<file path="config.mk">
export PLATFORM = sky130hd
export DESIGN_NAME = fetch_unit
export DESIGN_NICKNAME = d
export VERILOG_FILES = /design/src/rtl/risc_pkg.sv /design/src/rtl/fetch_queue.sv /design/src/rtl/fetch_unit.sv
export SDC_FILE = /design/constraint.sdc
export NUM_CORES = 1
export LEC_CHECK = 0
export CAP_MARGIN = 20
export CORE_UTILIZATION = 53
export CTS_CLUSTER_DIAMETER = 60
export DETAILED_ROUTE_END_ITERATION = 12
export MAX_ROUTING_LAYER = met4
export PLACE_DENSITY = 0.89
export SLEW_MARGIN = 20
export SYNTH_ARGS = -nofsm -noshare
export SYNTH_HDL_FRONTEND = slang
export SYNTH_HIERARCHICAL = 1
export SYNTH_SLANG_ARGS = --single-unit
</file>
<file path="constraint.sdc">
create_clock -name clk -period 5.87 [get_ports clk]
set_clock_uncertainty 0.1 [all_clocks]
set_input_delay 1.174 -clock clk [delete_from_list [all_inputs] [get_ports clk]]
set_output_delay 1.174 -clock clk [all_outputs]
set_load 0.05 [all_outputs]
</file>
<file path="src/rtl/risc_pkg.sv">
// Shared RV32I core definitions: fetch FSM states and fetch-queue constants.
package risc_pkg;

  typedef enum logic [1:0] {
    IDLE  = 2'd0,
    BUSY  = 2'd1,
    STALE = 2'd2
  } fetch_state_e;

  localparam logic [31:0] NOP_INSTR     = 32'h0000_0013;
  localparam int unsigned FETCH_Q_DEPTH = 2;

endpackage

</file>
<file path="src/rtl/fetch_queue.sv">
// Two-entry FIFO of {pc, instr} between instruction memory and decode.
module fetch_queue
  import risc_pkg::*;
(
  input  logic        clk,
  input  logic        rst,
  input  logic        push,
  input  logic [31:0] push_pc,
  input  logic [31:0] push_instr,
  input  logic        pop,
  input  logic        flush,
  output logic [1:0]  count,
  output logic        head_valid,
  output logic [31:0] head_pc,
  output logic [31:0] head_instr
);

  logic [31:0] r_pc    [FETCH_Q_DEPTH];
  logic [31:0] r_instr [FETCH_Q_DEPTH];
  logic        r_wptr;
  logic        r_rptr;
  logic [1:0]  r_count;

  always_ff @(posedge clk or posedge rst) begin
    if (rst) begin
      r_wptr  <= 1'b0;
      r_rptr  <= 1'b0;
      r_count <= '0;
      for (int unsigned i = 0; i < FETCH_Q_DEPTH; i++) begin
        r_pc[i]    <= '0;
        r_instr[i] <= '0;
      end
    end else if (flush) begin
      // Flush wins over any same-cycle push or pop.
      r_wptr  <= 1'b0;
      r_rptr  <= 1'b0;
      r_count <= '0;
    end else begin
      if (push) begin
        r_pc[r_wptr]    <= push_pc;
        r_instr[r_wptr] <= push_instr;
        r_wptr          <= ~r_wptr;
      end
      if (pop) begin
        r_rptr <= ~r_rptr;
      end
      case ({push, pop})
        2'b10:   r_count <= r_count + 2'd1;
        2'b01:   r_count <= r_count - 2'd1;
        default: r_count <= r_count;
      endcase
    end
  end

  assign count      = r_count;
  assign head_valid = (r_count != 2'd0);
  assign head_pc    = head_valid ? r_pc[r_rptr]    : '0;
  assign head_instr = head_valid ? r_instr[r_rptr] : NOP_INSTR;

endmodule

</file>
<file path="src/rtl/fetch_unit.sv">
// RV32I fetch stage: PC register, single-outstanding imem issue FSM and
// redirect handling in front of a 2-entry instruction queue.
module fetch_unit
  import risc_pkg::*;
#(
  parameter logic [31:0] RESET_PC = 32'h0000_0000
) (
  input  logic        clk,
  input  logic        rst,
  output logic        imem_req,
  output logic [31:0] imem_addr,
  input  logic        imem_ready,
  input  logic        imem_rvalid,
  input  logic [31:0] imem_rdata,
  output logic        instr_valid,
  output logic [31:0] instr,
  output logic [31:0] instr_pc,
  input  logic        instr_ready,
  input  logic        branch_taken,
  input  logic        jump,
  input  logic [31:0] target_pc
);

  fetch_state_e r_state;
  logic [31:0]  r_fetch_pc;
  logic [31:0]  r_req_pc;

  logic         w_retire;
  logic         w_redir;
  logic         w_accept;
  logic         w_push;
  logic         w_pop;
  logic [1:0]   w_qcount;

  assign w_retire = instr_valid & instr_ready;
  assign w_redir  = w_retire & (branch_taken | jump);
  // rst gate keeps the request low during reset even though state reads IDLE.
  assign imem_req = ~rst & (r_state == IDLE) & (w_qcount < 2'(FETCH_Q_DEPTH)) & ~w_redir;
  assign w_accept = imem_req & imem_ready;
  assign w_push   = (r_state == BUSY) & imem_rvalid & ~w_redir;
  assign w_pop    = w_retire & ~w_redir;
  assign imem_addr = r_fetch_pc;

  always_ff @(posedge clk or posedge rst) begin
    if (rst) begin
      r_state    <= IDLE;
      r_fetch_pc <= RESET_PC;
      r_req_pc   <= '0;
    end else begin
      case (r_state)
        IDLE: begin
          if (w_accept) begin
            r_state    <= BUSY;
            r_req_pc   <= r_fetch_pc;
            r_fetch_pc <= r_fetch_pc + 32'd4;
          end
        end
        BUSY: begin
          if (imem_rvalid) begin
            r_state <= IDLE;
          end else if (w_redir) begin
            r_state <= STALE;
          end
        end
        STALE: begin
          if (imem_rvalid) begin
            r_state <= IDLE;
          end
        end
        default: r_state <= IDLE;
      endcase
      if (w_redir) begin
        r_fetch_pc <= target_pc & 32'hFFFF_FFFC;
      end
    end
  end

  fetch_queue u_queue (
    .clk        (clk),
    .rst        (rst),
    .push       (w_push),
    .push_pc    (r_req_pc),
    .push_instr (imem_rdata),
    .pop        (w_pop),
    .flush      (w_redir),
    .count      (w_qcount),
    .head_valid (instr_valid),
    .head_pc    (instr_pc),
    .head_instr (instr)
  );

endmodule

</file>
==> Yosys cells after proc, flatten, opt, wreduce, memory -nomap -nowiden <==
Index checks and enable logic that the tools add are counted.
W data, S select, Z words.
{ "classes": {"add_sub_neg": 3, "magnitude_cmp": 4, "n_eq_ne": 7, "mux": 26, "bitwise_logic": 16, "n_reduce_logical": 12} }
{ "ops": {"columns": ["op", "count"], "rows": [
  ["$mux W32", 12],
  ["$bwmux W64", 2],
  ["$add A32 B3 Y32 const B", 1],
  ["$demux W32 S1", 1],
  ["$mux W2", 5],
  ["$reduce_bool A2 Y1", 5],
  ["$and A1 B1 Y1", 9],
  ["$pmux W2 S3", 1],
  ["$reduce_and A2 Y1", 3],
  ["$eq A2 B1 Y1 const B", 2],
  ["$eq A2 B2 Y1 const B", 2],
  ["$ge A2 B2 Y1 const B", 2],
  ["$mux W1", 4],
  ["$ne A2 B2 Y1 const B", 2],
  ["$not A1 Y1", 4],
  ["$not A1 Y2", 2],
  ["$pmux W2 S2", 1],
  ["$ne A3 B3 Y1 const B", 1],
  ["$reduce_and A3 Y1", 1],
  ["$reduce_bool A3 Y1", 1],
  ["$add A2 B1 Y2 const B", 1],
  ["$logic_not A2 Y1", 1],
  ["$lt A2 B1 Y1 const B", 1],
  ["$lt A2 B2 Y1 const B", 1],
  ["other kinds (3)", 3]
]} }
{ "word_totals": {"register_bits": 198, "inputBits": 71, "word_cells": 78} }

==> Longest topological paths before layout <==
{ "depth": {"word_depth": 9, "mapped_depth": 10} }

==> Hierarchy <==
The synthesis kept the hierarchy.
{ "by_module_without_submodules": {"columns": ["module", "instances", "cells_per_inst", "area_per_inst_um2"], "rows": [
  ["fetch_queue", 1, 433, 6232.2],
  ["fetch_unit", 1, 292, 2971.6]
]} }

==> Worst setup path before layout <==
Ideal clock, no wire load.
{ "synth_path": {"kind": "input to output", "startpoint": "input jump", "endpoint": "output imem_req", "arrival_time_ns": 2.620, "path_slack_ns": 1.976, "cell_stages": 5, "n_path_buf": 2, "cell_sequence": "o211ai_1 > inv_1 > clkbuf_1 > buf_1 > nor2_1"} }
{ "synth_between": {"elab_chain_cells": 4} }
{ "synth_lines": {"columns": ["element", "line_no", "source"], "rows": [
  ["start: declaration", "fetch_unit.sv:20", "input logic jump,"],
  ["$or A1 B1 Y1", "fetch_unit.sv:36", "assign w_redir = w_retire & (branch_taken | jump);"],
  ["$and A1 B1 Y1", "fetch_unit.sv:36", null],
  ["via w_redir", "fetch_unit.sv:29", "logic w_redir;"],
  ["$not A1 Y1 (no source line)", null, null],
  ["$and A1 B1 Y1", "fetch_unit.sv:38", "assign imem_req = ~rst & (r_state == IDLE) & (w_qcount < 2'(FETCH_Q_DEPTH)) & ~w_redir;"],
  ["end: declaration", "fetch_unit.sv:10", "output logic imem_req,"]
]} }
The timed path passes the listed nets, and every way through them passes these cells.

==> Worst setup path in the final report <==
{ "layout_path": {"startpoint": "register u_queue.r_rptr", "endpoint": "output instr_pc[28]"} }
{ "layout_between": {"elab_chain_cells": 5} }
{ "layout_lines": {"columns": ["element", "line_no", "source"], "rows": [
  ["start: declaration", "fetch_queue.sv:21", "logic r_rptr;"],
  ["start signal: assignment", "fetch_queue.sv:45", "r_rptr <= ~r_rptr;"],
  ["$not A1 Y2 (implied by the code)", "fetch_queue.sv:57", "assign head_pc = head_valid ? r_pc[r_rptr] : '0;"],
  ["$mux W32 (implied by the code) (3 in series)", "fetch_queue.sv:57", null],
  ["$mux W32", "fetch_queue.sv:57", null],
  ["end: declaration", "fetch_unit.sv:17", "output logic [31:0] instr_pc,"]
]} }
No other way between the ends. The select of a mux whose other input is x is not followed.

==> summary.txt <==
Reg2Reg Setup Slack -> 2680 ps
Starting DRT DRC Count -> 297
Mapped Area -> 9200 um^2
Post-Layout Cell Count -> 1108
Lkg Pwr -> 4.93 nW
IO Pins -> 169
FFs w/ async S/R, synth -> 100%
Mapped Cells -> 725
Initial core utilization -> 54.9%
Multi-input gate area -> 4000 um^2
Row Count -> 47
Share of cells above drive strength 1 -> 22.9%
Diode count -> 0
Cells after DPL -> 1081
HP Start -> u_queue/r_pc[20]
Post-CTS Setup Inserts -> 0
Post-cts repair resize count -> 0
Register Area -> 4860 um^2
Slew Viols, Final -> 0
Finished Core Util -> 68.2%
Area grow syn2layout -> 24.3%
Crit-path slowest cell -> dfrtp_4
Pwr/cell area -> 622 nW/um^2
Num CTS Buffers -> 17
Sequential share of the synthesized area -> 52.7%
Setup_tns -> 0 ps
Most frequent cells in the layout -> dfrtp_1, clkdlybuf4s50_1, mux2_2, nor2_1, mux2i_1
Yosys Warn Count -> 6
Startpoint types -> flip-flop
Pin count of the biggest net entering global routing -> 88
Final #Nets -> 952
Fillers -> 1233
Clk_lat worst skew -> 420 ps
Die width -> 134 um
Detail Placement HPWL -> 13.6 mm
RSZ-0062 raised after global routing -> no
Core ar. -> 16800 um^2
R2R Path Start -> u_queue/count[0]
H-Tree Depth -> 4
Hold Path Class -> reg2reg
Clock root buffer -> clkbuf_16
#FFs+latches synth -> 194
RD Place Congestion -> 0.815
WL/cell -> 18.6 um
Die height -> 134 um
First-pass GRT wire length -> 33.4 mm
CP arrival -> 3020 ps
Routed Antenna Nets -> 0
Final setup fails -> 0
Max-Cap Viols -> 0
Crit Path Max Fanout -> 39
TritonCTS clock tree -> yes
Clock sinks -> 194
Post-Route WL -> 20.6 mm
Vias in the first global route -> 6434
Tmin final -> 4300 ps
Status -> finished, final reports clean
Global Route Usage Sum -> 24.8%
Measured slew at the worst slew-check pin -> 913 ps
Die Area -> 17900 um^2
Final hold vios -> 0
Most used flip-flop cell after synthesis -> dfrtp_1
Max clock buf depth -> 2
DRC -> 0
First-pass DRT Iterations -> 5
F_max -> 233 MHz
WS Path Type -> reg2out
Max incr delay on CP -> 930 ps
CP Cell Sequence -> buf_4, mux2i_1, nor2_1, clkdlybuf4s50_1
Post-synth EDFFs -> 0
Peak supply drop -> 0.334 mV
Final period util -> 73.2%
Port bufs -> 164
Commonest non-fill, non-tap cell in the layout -> dfrtp_1
Worst setup EP type -> primary output
DR vias/cell -> 5.54
Yosys cell types -> 43
Normalized max-slew margin -> 39.2%
Initial antenna violation count -> 0
Synth area leaders -> dfrtp_1, mux2_2, mux2_4
Average cell area after synthesis -> 12.7 um^2
Synth area leader -> dfrtp_1
Via Count -> 6141
Worst setup startpoint -> u_queue/r_rptr
Global route overflow -> 0
Hold buffer count at CTS -> 0
Clock-pin transition on the worst setup and hold timing paths -> 60 ps
WP buf/inv -> 2
CP top delay family -> buffers and inverters
Post-synth top area share -> 52.7%
WP data required -> 4600 ps
Worst hold slack -> 403 ps
==> report_power, final <==
group	total [mW]	switching, mW	leakage, nW	internal [mW]
Clock	1.09	0.466	0.261	0.626
Combinational	3.52	2.05	2.23	1.48
Sequential	2.49	0.544	2.44	1.95
==> logic make-up (layout without fill, tap and decap cells) <==
| kind of cell | after synthesis | after routing | synth area share (%) |
|---|---|---|---|
| DFF | 194 | 194 | 52.7 |
| adders and majority gates | 1 | 1 | 0.136 |
| xor gates and xnor gates | 31 | 31 | 2.95 |
| buffers and inverters | 55 | 213 | 4.20 |
| muxes | 216 | 216 | 28.0 |
| and+or+nand+nor | 186 | 186 | 9.65 |
| AOI/OAI and AO/OA | 41 | 41 | 2.28 |
| other | 1 | 6 | 0.0407 |
==> cells in the mapped netlist (all sizes together), types with 2 or more instances <==
library cell    n
a21oi           6
and3            2
buf            26
clkbuf         18
dfrtp         194
inv            11
mux2          151
mux2i          65
nand2          44
nand3          11
nand4           7
nor2           81
nor3           13
nor3b           3
nor4           11
o21ai          33
or2             3
or4             3
xnor2          27
xor2            4
==> worst paths after layout <==
kind                                       end  cells after the start
hold reg to reg               u_queue/r_pc[20]                      1
setup / recovery                  instr_pc[28]                      4
min in group asynchronous         r_req_pc[30]                      2
hold / removal                u_queue/r_pc[20]                      1
max in group asynchronous  u_queue/r_instr[13]                      3
setup reg to reg              u_queue/r_pc[60]                      8
==> registers in the layout, summed over array words and instances, names as in the netlist <==
signal and flops:
imem_addr 30, r_state 2, r_req_pc 30, u_queue/r_rptr 1
u_queue/r_pc 64, u_queue/r_wptr 1, u_queue/count 2, u_queue/r_instr 64
==> metrics by stage <==
stage,power [mW],setup slack (ps),cell area (um^2)
after floorplan,4.93,1070,9220
after global placement,5.92,1760,10900
after detailed placement,6.03,1730,10900
after CTS,7.15,1520,11400
after global routing,7.43,1430,11400
final,7.11,1570,11400
==> layout make-up <==
| class | instances | area share, % |
|---|---|---|
| clock buffer | 21 | 3.94 |
| clock inverter | 6 | 0.755 |
| inverter | 11 | 0.405 |
| multi-input combinational | 481 | 35.0 |
| sequential | 194 | 42.5 |
| tap | 220 | 2.41 |
| timing repair buffer | 175 | 15.1 |
==> layer usage <==
layer  GRT usage (%)  share of wire (%)
met5               -                  0
met4            7.39                1.6
met3            5.06                6.0
met2            39.8                 49
met1            31.8                 43
No activity file was read; power rests on OpenSTA's default activity.
